<file path="config.mk">
export PLATFORM = sky130hd
export DESIGN_NAME = half_divide_arbiter_flat
export DESIGN_NICKNAME = d
export VERILOG_FILES = /design/src/rtl/half_divide_arbiter_if.sv /design/src/rtl/half_divide_arbiter.sv /design/src/flat_wrapper.sv
export SDC_FILE = /design/constraint.sdc
export NUM_CORES = 1
export LEC_CHECK = 0
export BUFFER_PORTS_ARGS = -buffer_cell sky130_fd_sc_hd__buf_2
export CAP_MARGIN = 20
export CORE_ASPECT_RATIO = 1.2
export CORE_MARGIN = 5
export CORE_UTILIZATION = 54
export CTS_BUF_LIST = sky130_fd_sc_hd__clkbuf_4 sky130_fd_sc_hd__clkbuf_8 sky130_fd_sc_hd__clkbuf_16
export DETAILED_ROUTE_END_ITERATION = 12
export HOLD_SLACK_MARGIN = 0.02
export PLACE_DENSITY = 0.82
export SYNTH_ARGS = -nofsm -noshare
export SYNTH_HDL_FRONTEND = slang
export SYNTH_SLANG_ARGS = --single-unit
export TNS_END_PERCENT = 100
</file>
<file path="constraint.sdc">
create_clock -name clk -period 4.2 [get_ports clk]
set_input_delay 0.21 -clock clk [delete_from_list [all_inputs] [get_ports clk]]
set_output_delay 0.21 -clock clk [all_outputs]
set_load 0.01 [all_outputs]
</file>
<file path="src/rtl/half_divide_arbiter_if.sv">
// Requester and divider bus for half_divide_arbiter.
// The master modport is the environment (compute lanes plus divider).
// The slave modport is the arbiter.
interface half_divide_arbiter_if #(
  parameter int N = 4
);
  logic [N-1:0]    req_valid;
  logic [16*N-1:0] req_a;
  logic [16*N-1:0] req_b;
  logic [N-1:0]    req_ready;
  logic            div_in_valid;
  logic [15:0]     div_a;
  logic [15:0]     div_b;
  logic            div_out_valid;
  logic [15:0]     div_c;
  logic [N-1:0]    rsp_valid;
  logic [15:0]     rsp_c;

  modport master (
    output req_valid, req_a, req_b, div_out_valid, div_c,
    input  req_ready, div_in_valid, div_a, div_b, rsp_valid, rsp_c
  );

  modport slave (
    input  req_valid, req_a, req_b, div_out_valid, div_c,
    output req_ready, div_in_valid, div_a, div_b, rsp_valid, rsp_c
  );
endinterface

</file>
<file path="src/rtl/half_divide_arbiter.sv">
// Round-robin front end that shares one pipelined half-precision divider
// among N requesters.
// Each accepted request pushes the requester ID into an in-order tag FIFO.
// Each divider result pops the FIFO, so the quotient goes back to the
// requester that issued the operation.
module half_divide_arbiter #(
  parameter int N     = 4,
  parameter int DEPTH = 32,
  parameter int IDW   = 3
) (
  input  logic                  clk,
  input  logic                  rstn,
  half_divide_arbiter_if.slave  bus,
  output logic [IDW+2:0]        outstanding,
  output logic                  busy,
  output logic                  err
);
  localparam int AW = $clog2(DEPTH);
  localparam int CW = IDW + 3;

  logic [IDW-1:0] ptr_q, ptr_d;
  logic [AW-1:0]  wr_ptr_q, wr_ptr_d, rd_ptr_q, rd_ptr_d;
  logic [CW-1:0]  cnt_q, cnt_d;
  logic [IDW-1:0] mem_q [DEPTH];
  logic [IDW-1:0] mem_d [DEPTH];
  logic           div_in_valid_q, div_in_valid_d;
  logic [15:0]    div_a_q, div_a_d, div_b_q, div_b_d;
  logic [N-1:0]   rsp_valid_q, rsp_valid_d;
  logic [15:0]    rsp_c_q, rsp_c_d;
  logic           err_q, err_d;
  logic           busy_q, busy_d;

  logic           hit_s, grant_found_s, can_issue_s, push_s, pop_s, underflow_s;
  logic [IDW-1:0] grant_idx_s, head_id_s;
  logic [N-1:0]   ready_s;
  logic [15:0]    grant_a_s, grant_b_s;

  // Round-robin search starting just after the last granted requester.
  always_comb begin
    hit_s         = 1'b0;
    grant_found_s = 1'b0;
    grant_idx_s   = '0;
    for (int k = 1; k <= N; k++) begin
      for (int i = 0; i < N; i++) begin
        hit_s         = !grant_found_s && bus.req_valid[i] && (((int'(ptr_q) + k) % N) == i);
        grant_idx_s   = hit_s ? IDW'(i) : grant_idx_s;
        grant_found_s = grant_found_s | hit_s;
      end
    end
  end

  // Accept/pop decisions, the one-hot ready and the granted operand mux.
  // A full FIFO blocks accepts even when a pop lands in the same cycle.
  always_comb begin
    can_issue_s = (cnt_q < CW'(DEPTH));
    push_s      = can_issue_s & grant_found_s;
    head_id_s   = mem_q[rd_ptr_q];
    pop_s       = bus.div_out_valid && (cnt_q != '0);
    underflow_s = bus.div_out_valid && (cnt_q == '0);
    ready_s     = '0;
    grant_a_s   = 16'h0000;
    grant_b_s   = 16'h0000;
    for (int i = 0; i < N; i++) begin
      ready_s[i] = push_s && (grant_idx_s == IDW'(i));
      grant_a_s  = (grant_idx_s == IDW'(i)) ? bus.req_a[16*i +: 16] : grant_a_s;
      grant_b_s  = (grant_idx_s == IDW'(i)) ? bus.req_b[16*i +: 16] : grant_b_s;
    end
  end

  // Next-state for the pointers, occupancy, tag storage and output registers.
  always_comb begin
    mem_d = mem_q;
    if (push_s) begin
      mem_d[wr_ptr_q] = grant_idx_s;
    end else begin
      mem_d[wr_ptr_q] = mem_q[wr_ptr_q];
    end
    ptr_d    = push_s ? grant_idx_s : ptr_q;
    wr_ptr_d = push_s ? (wr_ptr_q + AW'(1)) : wr_ptr_q;
    rd_ptr_d = pop_s  ? (rd_ptr_q + AW'(1)) : rd_ptr_q;
    case ({push_s, pop_s})
      2'b10:   cnt_d = cnt_q + CW'(1);
      2'b01:   cnt_d = cnt_q - CW'(1);
      default: cnt_d = cnt_q;
    endcase
    div_in_valid_d = push_s;
    div_a_d        = push_s ? grant_a_s : div_a_q;
    div_b_d        = push_s ? grant_b_s : div_b_q;
    for (int i = 0; i < N; i++) begin
      rsp_valid_d[i] = pop_s && (head_id_s == IDW'(i));
    end
    rsp_c_d = pop_s ? bus.div_c : rsp_c_q;
    err_d   = err_q | underflow_s;
    busy_d  = (cnt_d != '0);
  end

  // State registers with synchronous active-low reset.
  always_ff @(posedge clk) begin
    if (!rstn) begin
      ptr_q          <= IDW'(N - 1);
      wr_ptr_q       <= '0;
      rd_ptr_q       <= '0;
      cnt_q          <= '0;
      mem_q          <= '{default: '0};
      div_in_valid_q <= 1'b0;
      div_a_q        <= 16'h0000;
      div_b_q        <= 16'h0000;
      rsp_valid_q    <= '0;
      rsp_c_q        <= 16'h0000;
      err_q          <= 1'b0;
      busy_q         <= 1'b0;
    end else begin
      ptr_q          <= ptr_d;
      wr_ptr_q       <= wr_ptr_d;
      rd_ptr_q       <= rd_ptr_d;
      cnt_q          <= cnt_d;
      mem_q          <= mem_d;
      div_in_valid_q <= div_in_valid_d;
      div_a_q        <= div_a_d;
      div_b_q        <= div_b_d;
      rsp_valid_q    <= rsp_valid_d;
      rsp_c_q        <= rsp_c_d;
      err_q          <= err_d;
      busy_q         <= busy_d;
    end
  end

  assign bus.req_ready    = ready_s;
  assign bus.div_in_valid = div_in_valid_q;
  assign bus.div_a        = div_a_q;
  assign bus.div_b        = div_b_q;
  assign bus.rsp_valid    = rsp_valid_q;
  assign bus.rsp_c        = rsp_c_q;
  assign outstanding      = cnt_q;
  assign busy             = busy_q;
  assign err              = err_q;
endmodule

</file>
<file path="src/flat_wrapper.sv">
// flat-port wrapper written by rule: the top's interface ports become plain ports
module half_divide_arbiter_flat 
#(
  parameter int N     = 4,
  parameter int DEPTH = 32,
  parameter int IDW   = 3
)
  (clk, rstn, outstanding, busy, err, bus_req_valid, bus_req_a, bus_req_b, bus_div_out_valid, bus_div_c, bus_req_ready, bus_div_in_valid, bus_div_a, bus_div_b, bus_rsp_valid, bus_rsp_c);
  half_divide_arbiter_if #(.N(N)) bus_i ();
  input  logic clk;
  input  logic rstn;
  output logic [IDW+2:0] outstanding;
  output logic busy;
  output logic err;
  input wire logic [$bits(bus_i.req_valid)-1:0] bus_req_valid;
  input wire logic [$bits(bus_i.req_a)-1:0] bus_req_a;
  input wire logic [$bits(bus_i.req_b)-1:0] bus_req_b;
  input wire logic [$bits(bus_i.div_out_valid)-1:0] bus_div_out_valid;
  input wire logic [$bits(bus_i.div_c)-1:0] bus_div_c;
  output wire logic [$bits(bus_i.req_ready)-1:0] bus_req_ready;
  output wire logic [$bits(bus_i.div_in_valid)-1:0] bus_div_in_valid;
  output wire logic [$bits(bus_i.div_a)-1:0] bus_div_a;
  output wire logic [$bits(bus_i.div_b)-1:0] bus_div_b;
  output wire logic [$bits(bus_i.rsp_valid)-1:0] bus_rsp_valid;
  output wire logic [$bits(bus_i.rsp_c)-1:0] bus_rsp_c;
  assign bus_i.req_valid = bus_req_valid;
  assign bus_i.req_a = bus_req_a;
  assign bus_i.req_b = bus_req_b;
  assign bus_i.div_out_valid = bus_div_out_valid;
  assign bus_i.div_c = bus_div_c;
  assign bus_req_ready = bus_i.req_ready;
  assign bus_div_in_valid = bus_i.div_in_valid;
  assign bus_div_a = bus_i.div_a;
  assign bus_div_b = bus_i.div_b;
  assign bus_rsp_valid = bus_i.rsp_valid;
  assign bus_rsp_c = bus_i.rsp_c;
  half_divide_arbiter #(.N(N), .DEPTH(DEPTH), .IDW(IDW)) u_core (.clk(clk), .rstn(rstn), .bus(bus_i), .outstanding(outstanding), .busy(busy), .err(err));
endmodule
</file>
==> flow_summary.json <==
{
  "hold_viol": 0,
  "dpl.hpwl_mm": 20.41,
  "gr-total-overflow": 0,
  "fin_skew_ns": 0.007502,
  "syn_to_final_growth_pct": 19.79,
  "finalHoldWorstSlack_ns": 0.03554,
  "wirelength_mm": 28.68,
  "min_period_over_period_pct": 86.91,
  "syn_area_sq_mm": 0.008946,
  "io_buffers": 215,
  "fin_area_sq_mm": 0.01072,
  "tightest_slew_ns": 0.9213,
  "cts_tree": "yes",
  "cts_setup_buffers": 0,
  "critPathBufInv": 1,
  "rsz0062_at_grt": "no",
  "routabilityCongestion": 0.9971,
  "routedWlPerCell_microns": 19.88,
  "placed_area_sq_mm": 0.01006,
  "slew_headroom_pct": 38.50,
  "power.static_leakage_uw": 0.004160,
  "ys_seq_elements": 169,
  "slowest_stage": "or4_4",
  "syn_avg_cell_area_sq_um": 8.561,
  "worstSetupPathType": "reg -> reg",
  "critPathTopFamily": "simple AND/OR/NAND/NOR gates",
  "slowest_delay_ns": 0.57,
  "synth_warnings": 0,
  "die_w_microns": 127.5,
  "netlist-cell-type-count": 60,
  "synthFlopType": "dfxtp_1",
  "grt_max_degree": 90,
  "crit_chain": "or4_4 > or3_4 > nand2_4 > inv_2 > ha_1 > xor2_1 > ha_1 > a21oi_1 > xor2_1 > nor2_1 > xnor2_1 > nand3_1 > o31a_1",
  "setup_slack_ns": 0.5498,
  "nFillCells": 1374,
  "crit_arrival_ns": 3.97,
  "drive_gt1_share_pct": 25.16,
  "cts_hold_buffers": 4,
  "startpoint_type": "flip-flop",
  "cts_resized": 0,
  "grt_pass1_vias": 8767,
  "via_per_inst": 6.241,
  "power_uw": 4895,
  "synthCells": 1045,
  "cp_max_fo": 23,
  "rows": 51,
  "clock_latency_ns": 0.43,
  "max-cap-violations": 0,
  "finalSetupViolCount": 0,
  "clkSinkCount": 169,
  "critPathRequiredTime_ns": 4.52,
  "syn_nets": 1204,
  "ff_latch_area_sq_mm": 0.003385,
  "synth_edf_count": 0,
  "place_ws_ns": 0.6089,
  "clk_pin_slew_ns": 0.07,
  "min_path_type": "in -> reg",
  "die_h_microns": 151.0,
  "ir_drop_mv": 0.2736,
  "drt_iter0_markers": 816,
  "antenna_found_initial": 4,
  "cts_buffer_depth": 2,
  "grt_usage_pct": 29.37,
  "htreeDepth": 4,
  "fmax_ghz": 0.2740,
  "powerDensity_mw_per_mm2": 456.8,
  "start_util_pct": 54.98,
  "async_flop_share_pct": 0,
  "ys_seq_area_share_pct": 37.82,
  "status": "finished, final reports clean",
  "fp.coreArea_sq_mm": 0.01627,
  "drt_first_pass_iters": 7,
  "multi_input_area_sq_mm": 0.005115,
  "crit_path_end_kind": "flip-flop",
  "setup_tns_ns": 0,
  "slew_violations": 0,
  "root_buffer": "clkbuf_16",
  "dr_total_vias": 9006,
  "grt_pass1_wl_mm": 44.92,
  "dieArea_sq_mm": 0.01925,
  "ios": 216,
  "cts_inserted_buffers": 17,
  "drc": 0,
  "nets": 1374,
  "ant_nets": 0,
  "min_period_ns": 3.650
}
-- layout by cell type (no fill, tap or decap), types with 14 or more instances in the layout --
master / netlist / layout
buf_2: 19 / 214
dfxtp_1: 169 / 168
o21ai_0: 150 / 150
nand3_1: 138 / 138
nand2_1: 83 / 83
a21oi_1: 69 / 67
mux2i_1: 49 / 49
nor3_1: 35 / 35
o2bb2ai_1: 28 / 28
nor2b_1: 23 / 23
buf_4: 4 / 23
a21boi_0: 19 / 19
nor2_1: 17 / 17
clkbuf_16: 0 / 17
and2_1: 14 / 14
-- through the flow --
stage / util, % / std cells
after floorplan: - / 1045
after global placement: 61.84 / 1404
after detailed placement: 61.84 / 1404
after CTS: 65.81 / 1440
after global routing: 65.86 / 1443
final: 65.86 / 1443
-- report_power, final --
part / internal, uW / leakage [uW] / switching [uW]
Combinational: 557 / 0.00249 / 838
Sequential: 1740 / 0.00138 / 150
Clock: 946 / 0.000292 / 661
Total: 3250 / 0.00416 / 1650
-- worst min-delay path, stage by stage --
cell and delay, ns:
buf_2 0.10, nand2_1 0.04, a21boi_0 0.07
-- cell families (layout without fill, tap and decap cells) --
family | after synthesis | after routing | share of synthesized area [%]
AOI/OAI and AO/OA | 334 | 334 | 22.62
and+or+nand+nor | 340 | 340 | 18.87
buffers and inverters | 100 | 283 | 5.175
xor gates and xnor gates | 14 | 14 | 1.371
adders and majority gates | 8 | 8 | 1.119
muxes | 80 | 80 | 13.03
other | 0 | 3 | 0
DFF | 169 | 169 | 37.82
-- synth_stat cells (14+ instances only) --
cell type	n	share of area (%)
mux2i_1	49	5.5
nor2_1	17	0.71
nor2b_1	23	1.6
nand2_1	83	3.5
dfxtp_1	169	38
nand3_1	138	7.7
buf_2	19	1.1
a21oi_1	69	3.9
nor3_1	35	2.0
clkbuf_1	57	2.4
o21ai_0	150	8.4
a21boi_0	19	1.6
and2_1	14	0.98
o2bb2ai_1	28	2.7
-- final cells by class --
cell class,count,area share [%]
flip-flops and latches,169,31.58
repair buffers,242,12.17
clock buffers,18,4.040
inverters,9,0.3152
clock inverters,14,1.623
diodes,3,0.07005
well taps,212,2.475
multi-input cells,776,47.73
-- layer usage --
layer  part of all wire [%]  vias to the layer above  routed length [microns]  track usage (%)
met2                     49                      516                    13940            48.45
met1                     36                     4192                    10460            34.79
met5                  0.045                        -                       13                0
li1                       -                     4201                        -                -
met4                    4.3                        2                     1235            16.04
met3                     11                       95                     3037            7.901
-- path summary, 6_finish.rpt --
kind | start | endpoint | slack [ns] | cells after the start
setup reg to reg | u_core.outstanding[1] | u_core.busy | 0.55 | 13
hold reg to reg | u_core.bus.rsp_c[9] | u_core.bus.rsp_c[9] | 0.47 | 2
setup / recovery | u_core.outstanding[1] | u_core.busy | 0.55 | 13
hold / removal | bus_div_c[10] | u_core.bus.rsp_c[10] | 0.04 | 3
-- sequential cells by signal, indices dropped and copies added, names as in the netlist, 2 cells and up --
signal	flops
u_core.wr_ptr_q	5
u_core.bus.rsp_c	16
u_core.mem_q	96
u_core.rd_ptr_q	5
u_core.bus.rsp_valid	4
u_core.outstanding	6
u_core.ptr_q	2
u_core.bus.div_b	16
u_core.bus.div_a	16
No activity file was read; power rests on OpenSTA's default activity.
